$ cat src/rtl/alu_pkg.sv
// Shared definitions for the board ALU: operation codes, select width and
// the operation sequencer state type.
package alu_pkg;

   localparam int S_W = 4;

   localparam logic [S_W-1:0] OP_ADD = 4'd0;
   localparam logic [S_W-1:0] OP_SUB = 4'd1;
   localparam logic [S_W-1:0] OP_X2  = 4'd2;
   localparam logic [S_W-1:0] OP_D2  = 4'd3;
   localparam logic [S_W-1:0] OP_AND = 4'd4;
   localparam logic [S_W-1:0] OP_OR  = 4'd5;
   localparam logic [S_W-1:0] OP_XOR = 4'd6;
   localparam logic [S_W-1:0] OP_NOT = 4'd7;
   localparam logic [S_W-1:0] OP_EQ  = 4'd8;
   localparam logic [S_W-1:0] OP_GT  = 4'd9;
   localparam logic [S_W-1:0] OP_LT  = 4'd10;
   localparam logic [S_W-1:0] OP_MAX = 4'd11;
   localparam logic [S_W-1:0] OP_NR  = 4'd12;

   typedef enum logic {
      MANUAL = 1'b0,
      AUTO   = 1'b1
   } seq_state_t;

endpackage

$ cat src/rtl/nightrider_gen.sv
// Night-rider LED sweep: a single lit bit bouncing 0..9..0, moving one place
// every STEP_CYCLES clocks while enabled; held at bit 0 / dark when disabled.
module nightrider_gen #(
   parameter int STEP_CYCLES = 5_000_000
) (
   input  logic       clk,
   input  logic       reset,
   input  logic       enable,
   output logic [9:0] pattern
);

   localparam int              STEP_W    = $clog2(STEP_CYCLES);
   localparam logic [STEP_W-1:0] STEP_LAST = STEP_W'(STEP_CYCLES - 1);

   logic [STEP_W-1:0] step_cnt;
   logic [3:0]        pos;
   logic [3:0]        pos_move;
   logic              dir_up;

   always_comb begin
      pos_move = dir_up ? pos + 4'd1 : pos - 4'd1;
   end

   // Disabling behaves like a reset so every entry starts again at bit 0, heading up.
   always_ff @(posedge clk) begin
      if (reset || !enable) begin
         step_cnt <= '0;
         pos      <= '0;
         dir_up   <= 1'b1;
         pattern  <= '0;
      end else begin
         pattern <= 10'd1 << pos;
         if (step_cnt == STEP_LAST) begin
            step_cnt <= '0;
            pos      <= pos_move;
            if (pos_move == 4'd9)
               dir_up <= 1'b0;
            else if (pos_move == 4'd0)
               dir_up <= 1'b1;
         end else begin
            step_cnt <= step_cnt + 1'b1;
         end
      end
   end

endmodule

$ cat src/rtl/alu_op_sequencer.sv
// Operand latch and operation-select sequencer for the board ALU, with manual
// button stepping, timed auto-scan and the night-rider pattern for S = OP_LAST.
// Build option: define ALU_SEQ_SKIP_NR_EN to make auto-scan skip the night rider.
module alu_op_sequencer
   import alu_pkg::*;
#(
   parameter int DWELL_CYCLES   = 50_000_000,
   parameter int NR_STEP_CYCLES = 5_000_000,
   parameter int OP_LAST        = 12
) (
   input  logic           clk,
   input  logic           reset,
   input  logic [7:0]     sw,
   input  logic           btn_load_a,
   input  logic           btn_load_b,
   input  logic           btn_next,
   input  logic           btn_prev,
   input  logic           auto_en,
   output logic [7:0]     A,
   output logic [7:0]     B,
   output logic [S_W-1:0] S,
   output logic [9:0]     nightrid,
   output logic           auto_active
);

   localparam int                 DWELL_W    = $clog2(DWELL_CYCLES);
   localparam logic [DWELL_W-1:0] DWELL_LAST = DWELL_W'(DWELL_CYCLES - 1);
   localparam logic [S_W-1:0]     S_LAST     = S_W'(OP_LAST);

   function automatic logic [S_W-1:0] s_inc(input logic [S_W-1:0] s);
      return (s == S_LAST) ? '0 : s + 1'b1;
   endfunction

   function automatic logic [S_W-1:0] s_dec(input logic [S_W-1:0] s);
      return (s == '0) ? S_LAST : s - 1'b1;
   endfunction

   function automatic logic [S_W-1:0] s_auto(input logic [S_W-1:0] s);
`ifdef ALU_SEQ_SKIP_NR_EN
      return (s == S_LAST - 1'b1 || s == S_LAST) ? '0 : s + 1'b1;
`else
      return s_inc(s);
`endif
   endfunction

   seq_state_t         state, state_next;
   logic [DWELL_W-1:0] dwell_cnt, dwell_next;
   logic [S_W-1:0]     s_next;
   logic [3:0]         btn_now, btn_q, btn_edge;
   logic               next_edge, prev_edge;
   logic               nr_enable;

   assign btn_now   = {btn_prev, btn_next, btn_load_b, btn_load_a};
   assign btn_edge  = btn_now & ~btn_q;
   assign next_edge = btn_edge[2];
   assign prev_edge = btn_edge[3];

   // NOTE: every variable gets a default before the case so no path leaves
   // it unassigned, which would otherwise infer a latch.
   always_comb begin
      state_next = state;
      dwell_next = dwell_cnt;
      s_next     = S;
      unique case (state)
         MANUAL: begin
            dwell_next = '0;
            if (auto_en)
               state_next = AUTO;
            if (next_edge && !prev_edge)
               s_next = s_inc(S);
            else if (prev_edge && !next_edge)
               s_next = s_dec(S);
         end
         AUTO: begin
            if (!auto_en)
               state_next = MANUAL;
            if (dwell_cnt == DWELL_LAST) begin
               dwell_next = '0;
               s_next     = s_auto(S);
            end else begin
               dwell_next = dwell_cnt + 1'b1;
            end
         end
      endcase
   end

   // NOTE: state registers use non-blocking assignments so every flop samples
   // the pre-edge values, independent of statement order.
   always_ff @(posedge clk) begin
      if (reset) begin
         state     <= MANUAL;
         dwell_cnt <= '0;
         S         <= '0;
         A         <= '0;
         B         <= '0;
         btn_q     <= '0;
      end else begin
         state     <= state_next;
         dwell_cnt <= dwell_next;
         S         <= s_next;
         btn_q     <= btn_now;
         if (btn_edge[0])
            A <= sw;
         if (btn_edge[1])
            B <= sw;
      end
   end

   assign auto_active = (state == AUTO);
   assign nr_enable   = (S == S_LAST);

   nightrider_gen #(
      .STEP_CYCLES(NR_STEP_CYCLES)
   ) u_nightrider (
      .clk    (clk),
      .reset  (reset),
      .enable (nr_enable),
      .pattern(nightrid)
   );

endmodule

$ cat config.mk
export PLATFORM = sky130hd
export DESIGN_NAME = alu_op_sequencer
export DESIGN_NICKNAME = d
export VERILOG_FILES = /design/src/rtl/alu_pkg.sv /design/src/rtl/nightrider_gen.sv /design/src/rtl/alu_op_sequencer.sv
export SDC_FILE = /design/constraint.sdc
export NUM_CORES = 1
export LEC_CHECK = 0
export BUFFER_PORTS_ARGS = -buffer_cell sky130_fd_sc_hd__clkbuf_2
export CAP_MARGIN = 20
export CORE_MARGIN = 2
export CORE_UTILIZATION = 55
export CTS_CLUSTER_SIZE = 40
export DETAILED_ROUTE_END_ITERATION = 16
export PLACE_DENSITY = 0.76
export RECOVER_POWER = 100
export SLEW_MARGIN = 20
export SYNTH_ARGS = -nofsm -noshare
export SYNTH_HDL_FRONTEND = slang
export SYNTH_SLANG_ARGS = --single-unit
$ cat constraint.sdc
create_clock -name clk -period 2.7 [get_ports clk]
set_clock_uncertainty 0.2 [all_clocks]
set_input_delay 0.27 -clock clk [delete_from_list [all_inputs] [get_ports clk]]
set_output_delay 0.27 -clock clk [all_outputs]
set_load 0.01 [all_outputs]
==> metrics.cfg, run 1 <==
[hold_path]
hold_path_origin = reset
holdCritPathClass = input port to flop
min_delay_path_depth = 4
holdPathEnd = S[3]$_SDFFE_PP0P_

[sta]
maxSlewViolCount = 0
timing.hold.ws_ps = 98.6
slew_at_the_pin_with_the_worst_max_slew_slack_ps = 607
unrepaired_setup_endpoints_after_global_routing = false
fin_tns_setup_ps = 0
setup_violations = 0
final.period_utilization_pct = 82.3
maxClockFrequency_mhz = 450
hold_viol_final = 0
final_period_minus_worst_setup_slack_ps = 2220
max-slew-margin-rel_pct = 59.5

[detailed_routing]
drc = 0
detailedRoute.firstPassIterationCount = 4
via_per_inst = 5.25
vias = 3090
post_drt_wl_per_cell_um = 12.6
dr.first_iter.drc_count = 77
postRouteAntennaNets = 0
drt_wl_total_um = 7390

[floorplanning]
dieArea_um2 = 7800
die_y_extent_um = 88.3
io_pins = 46
initial_core_util_pct = 57.2
core_area_um2 = 6830
core.rowCount = 30
die_w_um = 88.3

[cells_and_area]
post_route_cells_drive_above_1_share_pct = 8.52
layout.cells.most_common = sky130_fd_sc_hd__dfxtp_1
layout.cells.non_filler = 589
mostFrequentLayoutCells = 89 x sky130_fd_sc_hd__dfxtp_1, 82 x sky130_fd_sc_hd__nor2_1, 35 x sky130_fd_sc_hd__clkbuf_1
area.growth.synth_to_final_pct = 14.8
insertedDiodeCount = 0
fillerInstances = 572
number_of_nets_at_the_end_of_the_flow = 512
finish.utilization_pct = 65.7

[synthesis]
post_synth.cell_area_avg_um2 = 9.05
postSynthRegisterBits = 89
yosysWarnings = 0
netlist_instances = 432
postSynth.asyncResetShare_pct = 0
post_synth_instance_area_um2 = 3910
yosys_most_used_dff = sky130_fd_sc_hd__dfxtp_1
netlist-cell-type-count = 50
synth.yosys.seq_area_share_pct = 45.6
syn_nets = 456
synth-edff-count = 0

[worst_setup_path]
timing.critical_path.from_type = flop
worstPathArrival_ps = 2320
worst_r2r_startpoint = dwell_cnt[0]$_SDFF_PP0_
crit_path_max_fanout = 8
endpoint_kind = flop
worst-r2r-setup-slack_ps = 480
crit_path_kind = flop to flop
worst-r2r-cell-count = 6
regToRegEndpoint = S[0]$_SDFFE_PP0P_
critPathRequiredTime_ps = 2800

[clocking]
clk_pin_slew_ps = 100
cts_inserted_buffers = 9
cts_max_path_buffers = 2
tritoncts = done
clockRootBuffer = sky130_fd_sc_hd__clkbuf_8
clock_latency_late_sink_ps = 360
htree_num_levels = 3
cts_post_setup_buffers_inserted = 0
sinks_on_clock_net = 89

[power_and_ir_drop]
p_per_area_nw_per_um2 = 564
power.switching_fraction_pct = 25.0
pwr-share-comb_pct = 7.9
power.sequential.fraction_pct = 54.2
total_power_mw = 2.53
leakage_nw = 1.59
p_int_mw = 1.90
worst_ir_drop_vdd_uv = 282
switching_power_mw = 0.634
pwr-share-clk_pct = 37.9

[placement]
routabilityCongestion = 0.894
placed_cells_incl_taps = 560
hpwlAfterDp_um = 4800
io_buffer_count = 45

[grt]
gr-total-overflow = 0
wire_length_of_the_first_global_routing_pass_um = 12500
grt_max_degree = 27
vias_in_the_first_global_route = 2877
grt_antenna_before_repair = 0
grt_util_all_layers_pct = 20.2

[run]
drv.max_cap_violation_count = 0

[status]
run_status = finished clean

==> worst max-delay path, cell delays in order, from the launching register on <==
cell and delay [ps]:
sky130_fd_sc_hd__dfxtp_1 390, sky130_fd_sc_hd__ha_1 230, sky130_fd_sc_hd__nor4bb_1 240, sky130_fd_sc_hd__nand4_1 190
sky130_fd_sc_hd__o32a_1 490, sky130_fd_sc_hd__a211o_1 310, sky130_fd_sc_hd__a21oi_1 120
==> registers in the layout, summed over array words and instances (netlist names) <==
signal and count:
S 4, u_nightrider.pattern 10, A 8, u_nightrider.step_cnt 23, btn_q 4, B 8, u_nightrider.pos 4, u_nightrider.dir_up 1
auto_active 1, dwell_cnt 26
==> logic make-up (layout without fill, tap and decap cells) <==
kind of cell             Yosys count  after routing  share of synthesized area (%)
flip-flops                        89             89                           45.6
multiplexers                      20             20                           5.15
AO/OA/AOI/OAI                     30             30                           5.18
XOR/XNOR                          48             48                           10.8
adder cells (fa/ha/maj)            9              9                           3.07
AND/OR/NAND/NOR                  206            206                           26.8
buffers and inverters             30             91                           3.52
==> metal layers <==
metal | up-vias | share of wire, % | GRT usage (%)
met5 | - | 0 | 0
li1 | 1588 | - | -
met1 | 1412 | 46 | 24.4
met3 | 14 | 4.7 | 5.22
met4 | 0 | 2.2 | 7.58
met2 | 76 | 47 | 34.4
==> synth_stat cells (2+ instances only) <==
cell type | n | area (um2)
sky130_fd_sc_hd__dfxtp_1 | 89 | 1780
sky130_fd_sc_hd__nor2_1 | 81 | 304
sky130_fd_sc_hd__xnor2_1 | 27 | 236
sky130_fd_sc_hd__nand2_1 | 23 | 86.3
sky130_fd_sc_hd__xor2_1 | 21 | 184
sky130_fd_sc_hd__mux2i_1 | 19 | 190
sky130_fd_sc_hd__nand4_1 | 19 | 119
sky130_fd_sc_hd__nand3_1 | 18 | 90.1
sky130_fd_sc_hd__clkbuf_1 | 13 | 48.8
sky130_fd_sc_hd__inv_1 | 10 | 37.5
sky130_fd_sc_hd__a21oi_1 | 9 | 45.0
sky130_fd_sc_hd__nor3_1 | 9 | 45.0
sky130_fd_sc_hd__nor4_1 | 9 | 56.3
sky130_fd_sc_hd__ha_1 | 8 | 100
sky130_fd_sc_hd__nor2b_1 | 8 | 50.1
sky130_fd_sc_hd__and2_1 | 7 | 43.8
sky130_fd_sc_hd__and3_1 | 6 | 37.5
sky130_fd_sc_hd__and4_1 | 5 | 43.8
sky130_fd_sc_hd__o21ai_0 | 5 | 25.0
sky130_fd_sc_hd__nor2_2 | 4 | 25.0
sky130_fd_sc_hd__or3_1 | 4 | 25.0
sky130_fd_sc_hd__a211oi_1 | 3 | 22.5
sky130_fd_sc_hd__a21o_1 | 3 | 22.5
sky130_fd_sc_hd__nand2b_1 | 3 | 18.8
sky130_fd_sc_hd__a211o_1 | 2 | 17.5
sky130_fd_sc_hd__buf_2 | 2 | 10.0
sky130_fd_sc_hd__nor4bb_1 | 2 | 20.0
==> layout make-up <==
class / count / area (um2) / area share (%)
inverter: 11 / 41.3 / 0.919
tap: 96 / 120 / 2.67
multi-input combinational: 313 / 1980 / 44.2
sequential: 89 / 1780 / 39.7
clock buffer: 10 / 138 / 3.06
clock inverter: 6 / 75.1 / 1.67
timing repair buffer: 64 / 352 / 7.83
==> repair_timing <==
action	CTS	global route
hold buffers	13	0
resized for setup	0	0
hold endpoints to repair	20	0
==> worst max-delay path by stage <==
stage	from	endpoint	slack [ps]	cells after the start
after floorplan	u_nightrider.step_cnt[11]$_SDFF_PP0_	u_nightrider.step_cnt[17]$_SDFF_PP0_	670	7
after global placement	dwell_cnt[0]$_SDFF_PP0_	S[0]$_SDFFE_PP0P_	580	6
after detailed placement	dwell_cnt[0]$_SDFF_PP0_	S[0]$_SDFFE_PP0P_	530	6
after CTS	dwell_cnt[0]$_SDFF_PP0_	S[0]$_SDFFE_PP0P_	470	6
after global routing	u_nightrider.step_cnt[0]$_SDFF_PP0_	u_nightrider.step_cnt[16]$_SDFF_PP0_	270	6
final	dwell_cnt[0]$_SDFF_PP0_	S[0]$_SDFFE_PP0P_	480	6
==> through the flow <==
step,setup slack [ps],instance area [um2]
after floorplan,674,3910
after global placement,584,4200
after detailed placement,529,4200
after CTS,473,4550
after global routing,273,4490
final,479,4490
==> power groups by stage <==
stage	combinational (mW)	sequential [mW]	clock (mW)
global placement	0.187	1.40	0
detailed placement	0.191	1.40	0
finish	0.200	1.37	0.960
global route	0.224	1.38	1.04
floorplan	0.128	1.40	0
CTS	0.206	1.37	0.971
Note: power is estimated with default switching activity, not from simulation.
==> run 2: changes to the inputs <==
- CORE_UTILIZATION: 55 -> 52
- PLACE_DENSITY: 0.76 -> 0.75
- clock period: 2.7 -> 1.95 ns (I/O delays scaled with it)
==> metrics.cfg, run 2 (synthesis gave the netlist of run 1 again) <==
[sta]
maxClockFrequency_mhz = 490
maxSlewViolCount = 0
hold_viol_final = 0
final.period_utilization_pct = 105
setup_violations = 5
unrepaired_setup_endpoints_after_global_routing = true
fin_ws_ps = -92.9
max-slew-margin-rel_pct = 58.2
slew_at_the_pin_with_the_worst_max_slew_slack_ps = 627
timing.hold.ws_ps = 301
final_period_minus_worst_setup_slack_ps = 2040

[clocking]
clockRootBuffer = sky130_fd_sc_hd__clkbuf_8
cts_inserted_buffers = 9
tritoncts = done
sinks_on_clock_net = 89
htree_num_levels = 3
clk_pin_slew_ps = 90
clock_latency_late_sink_ps = 350
cts_max_path_buffers = 2

[floorplanning]
dieArea_um2 = 8230
core_area_um2 = 7250
die_w_um = 90.7
die_y_extent_um = 90.7
core.rowCount = 31
io_pins = 46
initial_core_util_pct = 53.9

[worst_setup_path]
worstPathBufferInverterCount = 0
timing.critical_path.slowest_stage_cell = sky130_fd_sc_hd__o32a_1
worstPathArrival_ps = 2120
cp_top_family = compound AO/OA/AOI/OAI gates
crit_path_max_fanout = 6
max_stage_delay_ps = 470
cp_cell_sequence = ha_4 > nor4bb_2 > nand4_1 > o32a_1 > a211o_1 > a31oi_1
timing.critical_path.from_type = flop
critPathRequiredTime_ps = 2030
endpoint_kind = flop
crit_path_kind = flop to flop

[cells_and_area]
insertedDiodeCount = 0
mostFrequentLayoutCells = 83 x sky130_fd_sc_hd__dfxtp_1, 81 x sky130_fd_sc_hd__nor2_1, 34 x sky130_fd_sc_hd__clkbuf_1
layout.cells.most_common = sky130_fd_sc_hd__dfxtp_1
number_of_nets_at_the_end_of_the_flow = 545
largest_register_ff_count = 26
area.growth.synth_to_final_pct = 24.3
fillerInstances = 597
post_route_cells_drive_above_1_share_pct = 18.1
register_with_the_most_flip_flops = dwell_cnt
largest_registers = dwell_cnt x26, u_nightrider.step_cnt x23, u_nightrider.pattern x10

[power_and_ir_drop]
pwr-share-clk_pct = 38.6
p_int_mw = 2.74
p_per_area_nw_per_um2 = 745
total_power_mw = 3.62
worst_ir_drop_vdd_uv = 346
leakage_nw = 1.75
pwr-share-comb_pct = 9.6
power.switching_fraction_pct = 24.3
switching_power_mw = 0.879
power.sequential.fraction_pct = 51.8

[grt]
grt_max_degree = 27
gr-total-overflow = 0
grt_util_all_layers_pct = 20.2
grt_antenna_before_repair = 0
vias_in_the_first_global_route = 3212
wire_length_of_the_first_global_routing_pass_um = 13800

[detailed_routing]
drc = 0
postRouteAntennaNets = 0
drt_wl_total_um = 8130
detailedRoute.firstPassIterationCount = 4
vias = 3257
post_drt_wl_per_cell_um = 13.0
dr.first_iter.drc_count = 144
via_per_inst = 5.21

[placement]
routabilityCongestion = 0.876
hpwlAfterDp_um = 5280
io_buffer_count = 45

[status]
violations = setup timing
run_status = finished, violations left

[hold_path]
holdCritPathClass = flop to flop

[run]
drv.max_cap_violation_count = 0

==> run 2: cell types whose count changed in the layout (fill, tap and decap cells not counted), sizes merged <==
cell,previous run,this run
buf,4,32
bufbuf,0,1
bufinv,1,2
clkbuf,57,59
clkinv,2,3
dlygate4sd3,13,14
inv,13,12
==> run 2: area by class of cell <==
class | instances | area [um2] | share of cell area, %
multi-input combinational | 313 | 2060 | 42.3
sequential | 89 | 1790 | 36.8
timing repair buffer | 97 | 623 | 12.8
clock buffer | 9 | 124 | 2.55
tap | 99 | 124 | 2.55
clock inverter | 7 | 103 | 2.11
inverter | 11 | 41.3 | 0.849
==> run 2: power groups by stage <==
stage / clock [mW] / sequential [mW] / combinational (mW)
finish: 1.40 / 1.88 / 0.348
global placement: 0 / 1.92 / 0.316
global route: 1.50 / 1.88 / 0.382
CTS: 1.42 / 1.88 / 0.354
floorplan: 0 / 1.94 / 0.178
detailed placement: 0 / 1.92 / 0.324
==> run 2: final timing paths <==
kind                            from           endpoint  slack, ps  cells past startpoint
max          dwell_cnt[0]$_SDFF_PP0_  S[2]$_SDFFE_PP0P_        -90                      6
min                B[4]$_SDFFE_PP0P_  B[4]$_SDFFE_PP0P_        300                      2
max reg2reg  dwell_cnt[0]$_SDFF_PP0_  S[2]$_SDFFE_PP0P_        -90                      6
min reg2reg        B[4]$_SDFFE_PP0P_  B[4]$_SDFFE_PP0P_        300                      2
==> run 2: timing repair <==
action,in CTS,in global routing
buffers inserted,0,2
hold endpoints to repair,22,0
endpoints found under the setup margin,5,35
pin swaps,1,5
gates resized for setup,5,13
hold buffers,14,0
==> run 2: metal layers <==
layer	track usage, %	share of wire [%]
met5	0	0
met4	7.56	1.3
met3	3.76	3.3
met2	37.3	50
met1	23.0	45
==> run 2: metrics by stage <==
stage	worst slack (ps)	instances	utilization (%)	setup TNS (ps)	area, um2
3_5_place_dp	-22.3	593	61.8	-77.8	4480
3_3_place_gp	46.4	593	61.8	0	4480
2_1_floorplan	-14.1	432	-	-162	3940
4_1_cts	1.39	623	67.2	0	4880
6_report	-92.9	625	67.0	-333	4860
5_1_grt	-155	625	67.0	-3020	4860
==> run 2: worst min-delay path, delay by kind of cell, from the launching register on <==
kind,cells,cell delay [ps]
flops,1,330
mux,1,70
simple gates,1,70
